[config.mk]
export PLATFORM = sky130hd
export DESIGN_NAME = decode_h3
export DESIGN_NICKNAME = d
export VERILOG_FILES = /design/src/rtl/decode_h3.sv
export SDC_FILE = /design/constraint.sdc
export NUM_CORES = 1
export LEC_CHECK = 0
export ABC_AREA = 0
export CORE_ASPECT_RATIO = 0.5
export CORE_MARGIN = 2
export CORE_UTILIZATION = 54
export DETAILED_ROUTE_END_ITERATION = 8
export PLACE_DENSITY = 0.86
export SYNTH_ARGS = -nofsm -noshare
export SYNTH_HDL_FRONTEND = slang
export SYNTH_SLANG_ARGS = --single-unit
[constraint.sdc]
create_clock -name clk -period 3.9 [get_ports clk]
set_input_delay 0.39 -clock clk [delete_from_list [all_inputs] [get_ports clk]]
set_output_delay 0.39 -clock clk [all_outputs]
set_load 0.01 [all_outputs]
[src/rtl/decode_h3.sv]
// decode_h3: two-stage SECDED decoder for the 32-bit H3 codeword
// {data[25:0], parity[5:0]}.
// Stage 1 registers the accepted codeword. Stage 2 registers the decoded
// result, which is either corrected or flagged.
// The optional saturating error counters are enabled by defining
// DECODE_H3_ERR_CNT_EN. When it is not defined, SE_CNT and DE_CNT are tied
// to zero.
module decode_h3 #(
  parameter int DATA_WIDTH = 32,
  parameter int CNT_WIDTH  = 16
) (
  input  logic                  clk,
  input  logic                  rst,
  input  logic [DATA_WIDTH-1:0] CodeWord,
  input  logic                  VALID_IN,
  output logic                  READY_IN,
  output logic [25:0]           DATA_OUT,
  output logic [1:0]            ERR_STATUS,
  output logic [5:0]            SYNDROME,
  output logic                  VALID_OUT,
  input  logic                  READY_OUT,
  input  logic                  CNT_CLR,
  output logic [CNT_WIDTH-1:0]  SE_CNT,
  output logic [CNT_WIDTH-1:0]  DE_CNT
);

  // Data-bit coverage of each Hamming parity bit. Data bit j sits at the
  // j-th non-power-of-two position (3, 5, 6, 7, 9, ...), and parity bit k
  // covers every position whose index has bit k set.
  localparam logic [25:0] P0_MASK = 26'h2AAAD5B;
  localparam logic [25:0] P1_MASK = 26'h333366D;
  localparam logic [25:0] P2_MASK = 26'h3C3C78E;
  localparam logic [25:0] P3_MASK = 26'h3FC07F0;
  localparam logic [25:0] P4_MASK = 26'h3FFF800;

  // Returns the Hamming position of data bit j.
  function automatic logic [4:0] pos_of(input int j);
    int          n;
    logic [4:0]  r;
    n = 0;
    r = '0;
    for (int p = 3; p < 32; p++) begin
      if ((p & (p - 1)) != 0) begin
        if (n == j) r = 5'(p);
        n++;
      end
    end
    return r;
  endfunction

  logic [DATA_WIDTH-1:0] s1_cw;
  logic                  s1_valid;
  logic                  s2_adv;

  logic [25:0] rx_data;
  logic [5:0]  rx_par;
  logic [4:0]  p_calc;
  logic [4:0]  synd;
  logic        overall;
  logic        synd_pow2;
  logic [25:0] flip;
  logic [25:0] dec_data;
  logic [1:0]  dec_err;

  logic [25:0] out_data;
  logic [1:0]  out_err;
  logic [5:0]  out_syn;
  logic        out_valid;

  // Stage 2 moves whenever it is empty or its output is being taken.
  // Stage 1 can accept whenever it is empty or is moving into stage 2.
  assign s2_adv   = !out_valid || READY_OUT;
  assign READY_IN = !s1_valid || s2_adv;

  // Stage 1 capture register.
  always_ff @(posedge clk) begin
    if (!rst) begin
      s1_valid <= 1'b0;
      s1_cw    <= '0;
    end else if (READY_IN) begin
      s1_valid <= VALID_IN;
      if (VALID_IN) s1_cw <= CodeWord;
    end
  end

  assign rx_data = s1_cw[31:6];
  assign rx_par  = s1_cw[5:0];

  // Recompute the syndrome and overall parity from the stage-1 codeword.
  always_comb begin
    p_calc[0] = ^(rx_data & P0_MASK);
    p_calc[1] = ^(rx_data & P1_MASK);
    p_calc[2] = ^(rx_data & P2_MASK);
    p_calc[3] = ^(rx_data & P3_MASK);
    p_calc[4] = ^(rx_data & P4_MASK);
    synd      = p_calc ^ rx_par[4:0];
    overall   = ^s1_cw;
    synd_pow2 = (synd & (synd - 5'd1)) == 5'd0;
  end

  // Build a one-hot mask of the data bit addressed by the syndrome. It is
  // all-zero when the syndrome points at a parity bit or is zero.
  always_comb begin
    flip = '0;
    for (int j = 0; j < 26; j++) begin
      flip[j] = (synd == pos_of(j));
    end
  end

  // Classify the error and correct single-bit data errors.
  // A double error leaves the data untouched.
  always_comb begin
    dec_data = rx_data;
    dec_err  = 2'b00;
    if (overall) begin
      dec_err = 2'b01;
      if (!synd_pow2) dec_data = rx_data ^ flip;
    end else if (synd != 5'd0) begin
      dec_err = 2'b10;
    end
  end

  // Stage 2 output register. It holds steady while downstream stalls.
  always_ff @(posedge clk) begin
    if (!rst) begin
      out_valid <= 1'b0;
      out_data  <= '0;
      out_err   <= '0;
      out_syn   <= '0;
    end else if (s2_adv) begin
      out_valid <= s1_valid;
      if (s1_valid) begin
        out_data <= dec_data;
        out_err  <= dec_err;
        out_syn  <= {overall, synd};
      end
    end
  end

  assign VALID_OUT  = out_valid;
  assign DATA_OUT   = out_data;
  assign ERR_STATUS = out_err;
  assign SYNDROME   = out_syn;

`ifdef DECODE_H3_ERR_CNT_EN
  logic [CNT_WIDTH-1:0] se_q;
  logic [CNT_WIDTH-1:0] de_q;
  logic                 out_hs;

  assign out_hs = out_valid && READY_OUT;

  // Saturating error counters. A clear wins over a same-cycle increment.
  always_ff @(posedge clk) begin
    if (!rst || CNT_CLR) begin
      se_q <= '0;
      de_q <= '0;
    end else if (out_hs) begin
      if (out_err == 2'b01 && se_q != '1) se_q <= se_q + 1'b1;
      if (out_err == 2'b10 && de_q != '1) de_q <= de_q + 1'b1;
    end
  end

  assign SE_CNT = se_q;
  assign DE_CNT = de_q;
`else
  logic unused_cnt_clr;
  assign unused_cnt_clr = CNT_CLR;
  assign SE_CNT = '0;
  assign DE_CNT = '0;
`endif

endmodule

==> results of run 1 <==
-- power by group --
group / total, mW / leakage [nW] / internal [mW] / switching (mW)
Sequential: 0.799 / 0.549 / 0.742 / 0.0565
Combinational: 1.38 / 1.45 / 0.435 / 0.943
Clock: 0.850 / 0.150 / 0.557 / 0.294
-- flip-flops by register name, indices dropped and copies added (netlist names) --
name / flops
DATA_OUT: 26
ERR_STATUS: 2
s1_cw: 32
VALID_OUT: 1
SYNDROME: 5
s1_valid: 1
-- cell families after synthesis --
family,after synthesis,share of synthesized area
xor gates and xnor gates,46,0.157
AOI/OAI and AO/OA,97,0.173
and+or+nand+nor,215,0.261
buffers and inverters,82,0.101
DFF,67,0.307
other,1,0.000857
-- per-layer routing --
| layer | global-route usage | up-vias | part of all wire |
|---|---|---|---|
| met4 | 0.0842 | 0 | 0.015 |
| met1 | 0.366 | 1812 | 0.44 |
| met5 | 0 | - | 0 |
| li1 | - | 1868 | - |
| met2 | 0.409 | 190 | 0.44 |
| met3 | 0.0683 | 14 | 0.11 |
-- Yosys cell counts --
library cell / n
a21boi_0: 32
a21oi_1: 2
a31oi_1: 2
a32oi_1: 25
and2_1: 2
and2b_1: 1
and3_1: 25
buf_1: 5
buf_2: 2
buf_4: 33
buf_6: 1
clkbuf_1: 41
conb_1: 1
dfxtp_1: 67
nand2_1: 74
nand2b_1: 2
nand3_1: 36
nand3b_1: 14
nand4_1: 15
nor2_1: 2
nor2b_1: 3
nor3_1: 14
nor3b_1: 12
nor4_1: 1
o211a_1: 5
o21a_1: 1
o21ai_0: 3
o31a_1: 1
o31ai_1: 26
or2_1: 1
or2_4: 1
or2b_1: 1
or4_1: 11
xnor2_1: 19
xnor2_2: 1
xnor2_4: 1
xnor3_1: 11
xnor3_2: 4
xor2_1: 7
xor3_1: 3
-- worst max-delay path, cell delays in order (launching register included) --
cell	delay [ns]
dfxtp_1	0.47
xnor3_1	0.47
xnor2_1	0.39
xor3_1	0.65
buf_4	0.30
nand2b_1	0.28
a32oi_1	0.23
nand3_1	0.10
-- metrics by stage --
| step | worst slack [ns] | cells | instance area, µm² | total power, mW | hold WS (ns) |
|---|---|---|---|---|---|
| floorplan | 1.46 | 539 | 4490 | 1.81 | 0.444 |
| global placement | 0.988 | 648 | 4960 | 2.12 | 0.464 |
| detailed placement | 0.921 | 648 | 4960 | 2.15 | 0.476 |
| CTS | 0.912 | 664 | 5280 | 3.01 | 0.484 |
| global route | 0.698 | 664 | 5280 | 3.17 | 0.504 |
| finish | 0.876 | 664 | 5280 | 3.03 | 0.481 |
-- layout make-up --
class	instances	area [µm²]	share of cell area
clock inverters	5	77.6	0.0147
repair buffers	79	766	0.145
flip-flops and latches	67	1340	0.254
multi-input cells	390	2720	0.515
clock buffers	11	233	0.0441
well taps	112	140	0.0266
-- worst max-delay path by stage --
stage,slack [ns],endpoint,start
floorplan,1.46,DATA_OUT[19],s1_cw[31]
global placement,0.99,DATA_OUT[9],s1_cw[11]
detailed placement,0.92,DATA_OUT[12],s1_cw[31]
CTS,0.91,DATA_OUT[12],s1_cw[31]
global route,0.70,DATA_OUT[16],s1_cw[31]
finish,0.88,DATA_OUT[12],s1_cw[31]
-- cell usage in the layout, fill, tap and decap left out, types with 3 or more instances in the layout --
| cell type | count |
|---|---|
| and3_1 | 25 |
| buf_4 | 8 |
| o211a_1 | 5 |
| nand2_1 | 74 |
| a21boi_0 | 32 |
| clkdlybuf4s50_1 | 70 |
| xor3_1 | 3 |
| nor3b_1 | 12 |
| o31ai_1 | 26 |
| or4_1 | 11 |
| xnor3_1 | 11 |
| nand4_1 | 15 |
| a32oi_1 | 25 |
| clkbuf_16 | 9 |
| xnor3_2 | 4 |
| dfxtp_1 | 67 |
| nand3b_1 | 14 |
| nor3_1 | 14 |
| nand3_1 | 36 |
| xor2_1 | 7 |
| o21ai_0 | 3 |
| xnor2_1 | 18 |
| conb_1 | 32 |
==> flow_metrics.tcl, run 1 <==
set metrics [dict create \
    hold_path.class "flip-flop to flip-flop" \
    synthToLayoutAreaGrowth_pct 20.6 \
    total_leakage_power_nw 2.15 \
    cts_repair_resize_count 0 \
    post-synth-top-area-cell "dfxtp_1" \
    globalRouteTotalUtil 0.264 \
    synthesis.area_per_instance_um2 8.61 \
    rr_endpoint "DATA_OUT[12]" \
    finalHoldViolations 0 \
    finish.net_count 584 \
    htreeDepth 3 \
    cts-buffers-inserted 9 \
    num_io_pins 105 \
    floorplan.die_area_um2 8880 \
    synth_cell_types 40 \
    max_freq_mhz 331 \
    post_drt_wl_per_cell_um 17.3 \
    warning_count_from_the_yosys_run 0 \
    route.detailed.drc 0 \
    worstRegToRegCells 7 \
    clock-skew-final_ns 0.00649 \
    synth.cell_area_um2 4370 \
    pin_count_of_the_biggest_net_entering_global_routing 65 \
    timing.critical_path.arrival_ns 3.23 \
    hold_depth 2 \
    slew_headroom 0.314 \
    initial_utilization 0.551 \
    post_cts_clock_slew_at_the_launch_and_capture_registers_of_the_worst_setup_and_hold_paths_ns 0.06 \
    cts-hold-fix-buffers 0 \
    grt_pass1_wl_um 18100 \
    ir_worst_vdd_v 0.000443 \
    n_antenna_cell 0 \
    crit_type "flip-flop to flip-flop" \
    holdCritStartpoint "s1_cw[0]" \
    crit_required_ns 4.11 \
    synthCells 508 \
    tritoncts_num_sinks 67 \
    globalplace.congestion 0.950 \
    drt-vias-per-instance 5.85 \
    first_iter_violations 571 \
    timing.final.crit_period_ns 3.02 \
    final_core_utilization 0.664 \
    worstReg2RegStart "s1_cw[31]" \
    setup_violations 0 \
    rrSetupSlack_ns 0.88 \
    crit_fanout 16 \
    vertical_extent_of_the_die_um 67.6 \
    fp-row-count 23 \
    number_of_post_cts_setup_repair_buffers 0 \
    core_region_area_um2 7940 \
    max_cap_viol_count 0 \
    finalCritPeriodShare 0.776 \
    cellPowerDensity_nw_per_um2 574 \
    finalWirelength_um 11500 \
    fin_setup_tns_ns 0 \
    start_kind "flip-flop" \
    maxSlewViolCount 0 \
    timing.critical_path.to_type "flip-flop" \
    layout-drive-gt1-share 0.0580 \
    globalRoute.totalOverflow 0 \
    die-width_um 131 \
    io_buffer_count 71 \
    clockRootBuffer "clkbuf_16" \
    nFillCells 672 \
    synth_top_cell_area_share 0.307 \
    post-dp-hpwl_um 7790 \
    post_synth_main_area_contributors "dfxtp_1 (31%), nand2_1 (6.4%), buf_4 (5.7%), xnor3_1 (5.7%), a21boi_0 (5.5%)" \
    clock_tree_from_tritoncts "done" \
    detailedRoute.firstPassIterationCount 5 \
    synth.ff_latch_count 67 \
    clk_path_buf_depth 2 \
    routed-via-count 3884 \
    yosysSeqAreaShare 0.307 \
    first_global_vias 3420 \
    setup_repair_after_global_routing_missed_its_margin "no" \
    clock_latency_ns 0.34 \
    ant_nets 0 \
    hold_end "s1_cw[0]" \
    tightest_slew_ns 1.03 \
    status "completed" \
    antenna_violations_before_repair 0 \
]
No activity file was read; power rests on OpenSTA's default activity.
==> run 2: changes to the inputs <==
CORE_UTILIZATION = 51   (was 54)
PLACE_DENSITY = 0.82   (was 0.86)
clock period = 3 ns   (was 3.9 ns; I/O delays follow)
==> run 2 against run 1 <==
Worst setup slack got worse by 0.73 ns. Cell area is 2.4% higher. Highest routed layer unchanged. Worst hold slack got worse by 0.0051 ns. First-iteration DRC count is 19% lower. Routed wire length increased by 1.9%. Sequential power is 29% higher. Clock power grew 24%. Global-route usage shrank 0.94 points. Non-clock buffer count rose by 19. Clock skew down 0.0028 ns. Register-to-register slack worse by 0.73 ns. Utilization shrank 0.31 points.
==> flow_metrics.tcl, run 2 (same netlist as run 1, synthesis figures left out) <==
set metrics [dict create \
    cts-buffers-inserted 9 \
    htreeDepth 3 \
    timing.final.crit_period_ns 2.85 \
    io_buffer_count 71 \
    registers.top_by_ff_count "s1_cw" \
    max_freq_mhz 350 \
    cellPowerDensity_nw_per_um2 745 \
    n_antenna_cell 0 \
    ir_worst_vdd_v 0.000561 \
    status "completed" \
    core_region_area_um2 8170 \
    tightest_slew_ns 1.03 \
    holdCritStartpoint "s1_cw[3]" \
    cts-hold-fix-buffers 0 \
    grt_pass1_wl_um 18600 \
    num_io_pins 105 \
    drt-vias-per-instance 5.86 \
    route.detailed.drc 0 \
    max_cap_viol_count 0 \
    antenna_violations_before_repair 0 \
    slew_headroom 0.315 \
    first_global_vias 3638 \
    worstRegToRegCells 6 \
    detailedRoute.firstPassIterationCount 4 \
    layout.cells.most_common "nand2_1" \
    clock_tree_from_tritoncts "done" \
    post_drt_wl_per_cell_um 17.1 \
    globalRoute.totalOverflow 0 \
    finalCritPeriodShare 0.951 \
    globalRouteTotalUtil 0.255 \
    globalplace.congestion 0.924 \
    hold_depth 2 \
    routed-via-count 4003 \
    post_cts_clock_slew_at_the_launch_and_capture_registers_of_the_worst_setup_and_hold_paths_ns 0.05 \
    clk_path_buf_depth 2 \
    rr_endpoint "DATA_OUT[8]" \
    crit_required_ns 3.21 \
    number_of_post_cts_setup_repair_buffers 0 \
    worstReg2RegStart "s1_cw[31]" \
    nFillCells 664 \
    clock-skew-final_ns 0.00370 \
    synthToLayoutAreaGrowth_pct 23.5 \
    setup_violations 0 \
    timing.critical_path.to_type "flip-flop" \
    initial_utilization 0.535 \
    crit_type "flip-flop to flip-flop" \
    clockRootBuffer "clkbuf_16" \
    timing.critical_path.arrival_ns 3.07 \
    die-width_um 135 \
    total_leakage_power_nw 2.24 \
    layout-drive-gt1-share 0.0911 \
    pin_count_of_the_biggest_net_entering_global_routing 57 \
    post-dp-hpwl_um 8160 \
    fin_worst_hold_slack_ns 0.475 \
    ant_nets 0 \
    rrSetupSlack_ns 0.15 \
    tritoncts_num_sinks 67 \
    largest_reg_flops 32 \
    hold_path.class "flip-flop to flip-flop" \
    finish.net_count 603 \
    start_kind "flip-flop" \
    finalHoldViolations 0 \
    fin_setup_tns_ns 0 \
    maxSlewViolCount 0 \
    fp-row-count 23 \
    setup_repair_after_global_routing_missed_its_margin "no" \
    finalWirelength_um 11700 \
    floorplan.die_area_um2 9380 \
    vertical_extent_of_the_die_um 69.5 \
    final_cell_mix "nand2_1 (74), clkdlybuf4s50_1 (70), dfxtp_1 (67), nand3_1 (36)" \
    hold_end "s1_cw[3]" \
    cts_repair_resize_count 0 \
    clock_latency_ns 0.34 \
    first_iter_violations 463 \
    crit_fanout 15 \
]
[run 2: changes by cell type in the layout (fill, tap and decap cells not counted), sizes merged]
cell / previous run / this run
clkinv: 2 / 3
bufinv: 2 / 1
buf: 9 / 28
[run 2: worst max-delay path by stage]
stage                     startpoint      endpoint  slack [ns]  cells after the start
after floorplan            s1_cw[31]  DATA_OUT[19]        0.56                      7
after global placement     s1_cw[31]  DATA_OUT[11]        0.28                      6
after detailed placement   s1_cw[31]  DATA_OUT[19]        0.25                      6
after CTS                  s1_cw[31]  DATA_OUT[19]        0.22                      6
after global routing       s1_cw[31]   DATA_OUT[8]        0.08                      6
final                      s1_cw[31]   DATA_OUT[8]        0.15                      6
[run 2: power by group]
part           switching, mW  leakage, nW  internal (mW)
Combinational           1.26         1.55          0.679
Clock                  0.390        0.145          0.661
Sequential            0.0651        0.549          0.965
Total                   1.72         2.24           2.30
[run 2: routing by layer]
metal / share of wire / up-vias / wire (µm) / GRT usage
met5: 0 / - / 0 / 0
met4: 0.019 / 0 / 225 / 0.0822
met3: 0.11 / 27 / 1240 / 0.0899
met2: 0.43 / 202 / 4970 / 0.362
met1: 0.45 / 1856 / 5250 / 0.361
li1: - / 1918 / - / -
[run 2: cell type report]
| type | count | area, µm² | area share |
|---|---|---|---|
| Clock buffer | 11 | 243 | 0.0449 |
| Clock inverter | 5 | 52.6 | 0.00973 |
| Multi-Input combinational cell | 390 | 2720 | 0.503 |
| Sequential cell | 67 | 1340 | 0.248 |
| Tap cell | 112 | 140 | 0.0259 |
| Timing Repair Buffer | 98 | 908 | 0.168 |
[run 2: critical path, stage by stage, from the launching register on]
cell	delay (ns)
dfxtp_1	0.46
xnor3_2	0.52
xnor2_2	0.19
xor3_1	0.84
nand2_1	0.36
a32oi_1	0.24
nand3_1	0.11
[run 2: per-stage QoR]
| step | area [µm²] | utilization | power [mW] | cells | setup slack, ns |
|---|---|---|---|---|---|
| after floorplan | 4490 | - | 2.35 | 539 | 0.557 |
| after global placement | 5110 | 0.625 | 2.91 | 667 | 0.284 |
| after detailed placement | 5110 | 0.625 | 2.91 | 667 | 0.253 |
| after CTS | 5400 | 0.661 | 3.98 | 683 | 0.224 |
| after global routing | 5400 | 0.661 | 4.18 | 683 | 0.0847 |
| final | 5400 | 0.661 | 4.02 | 683 | 0.146 |
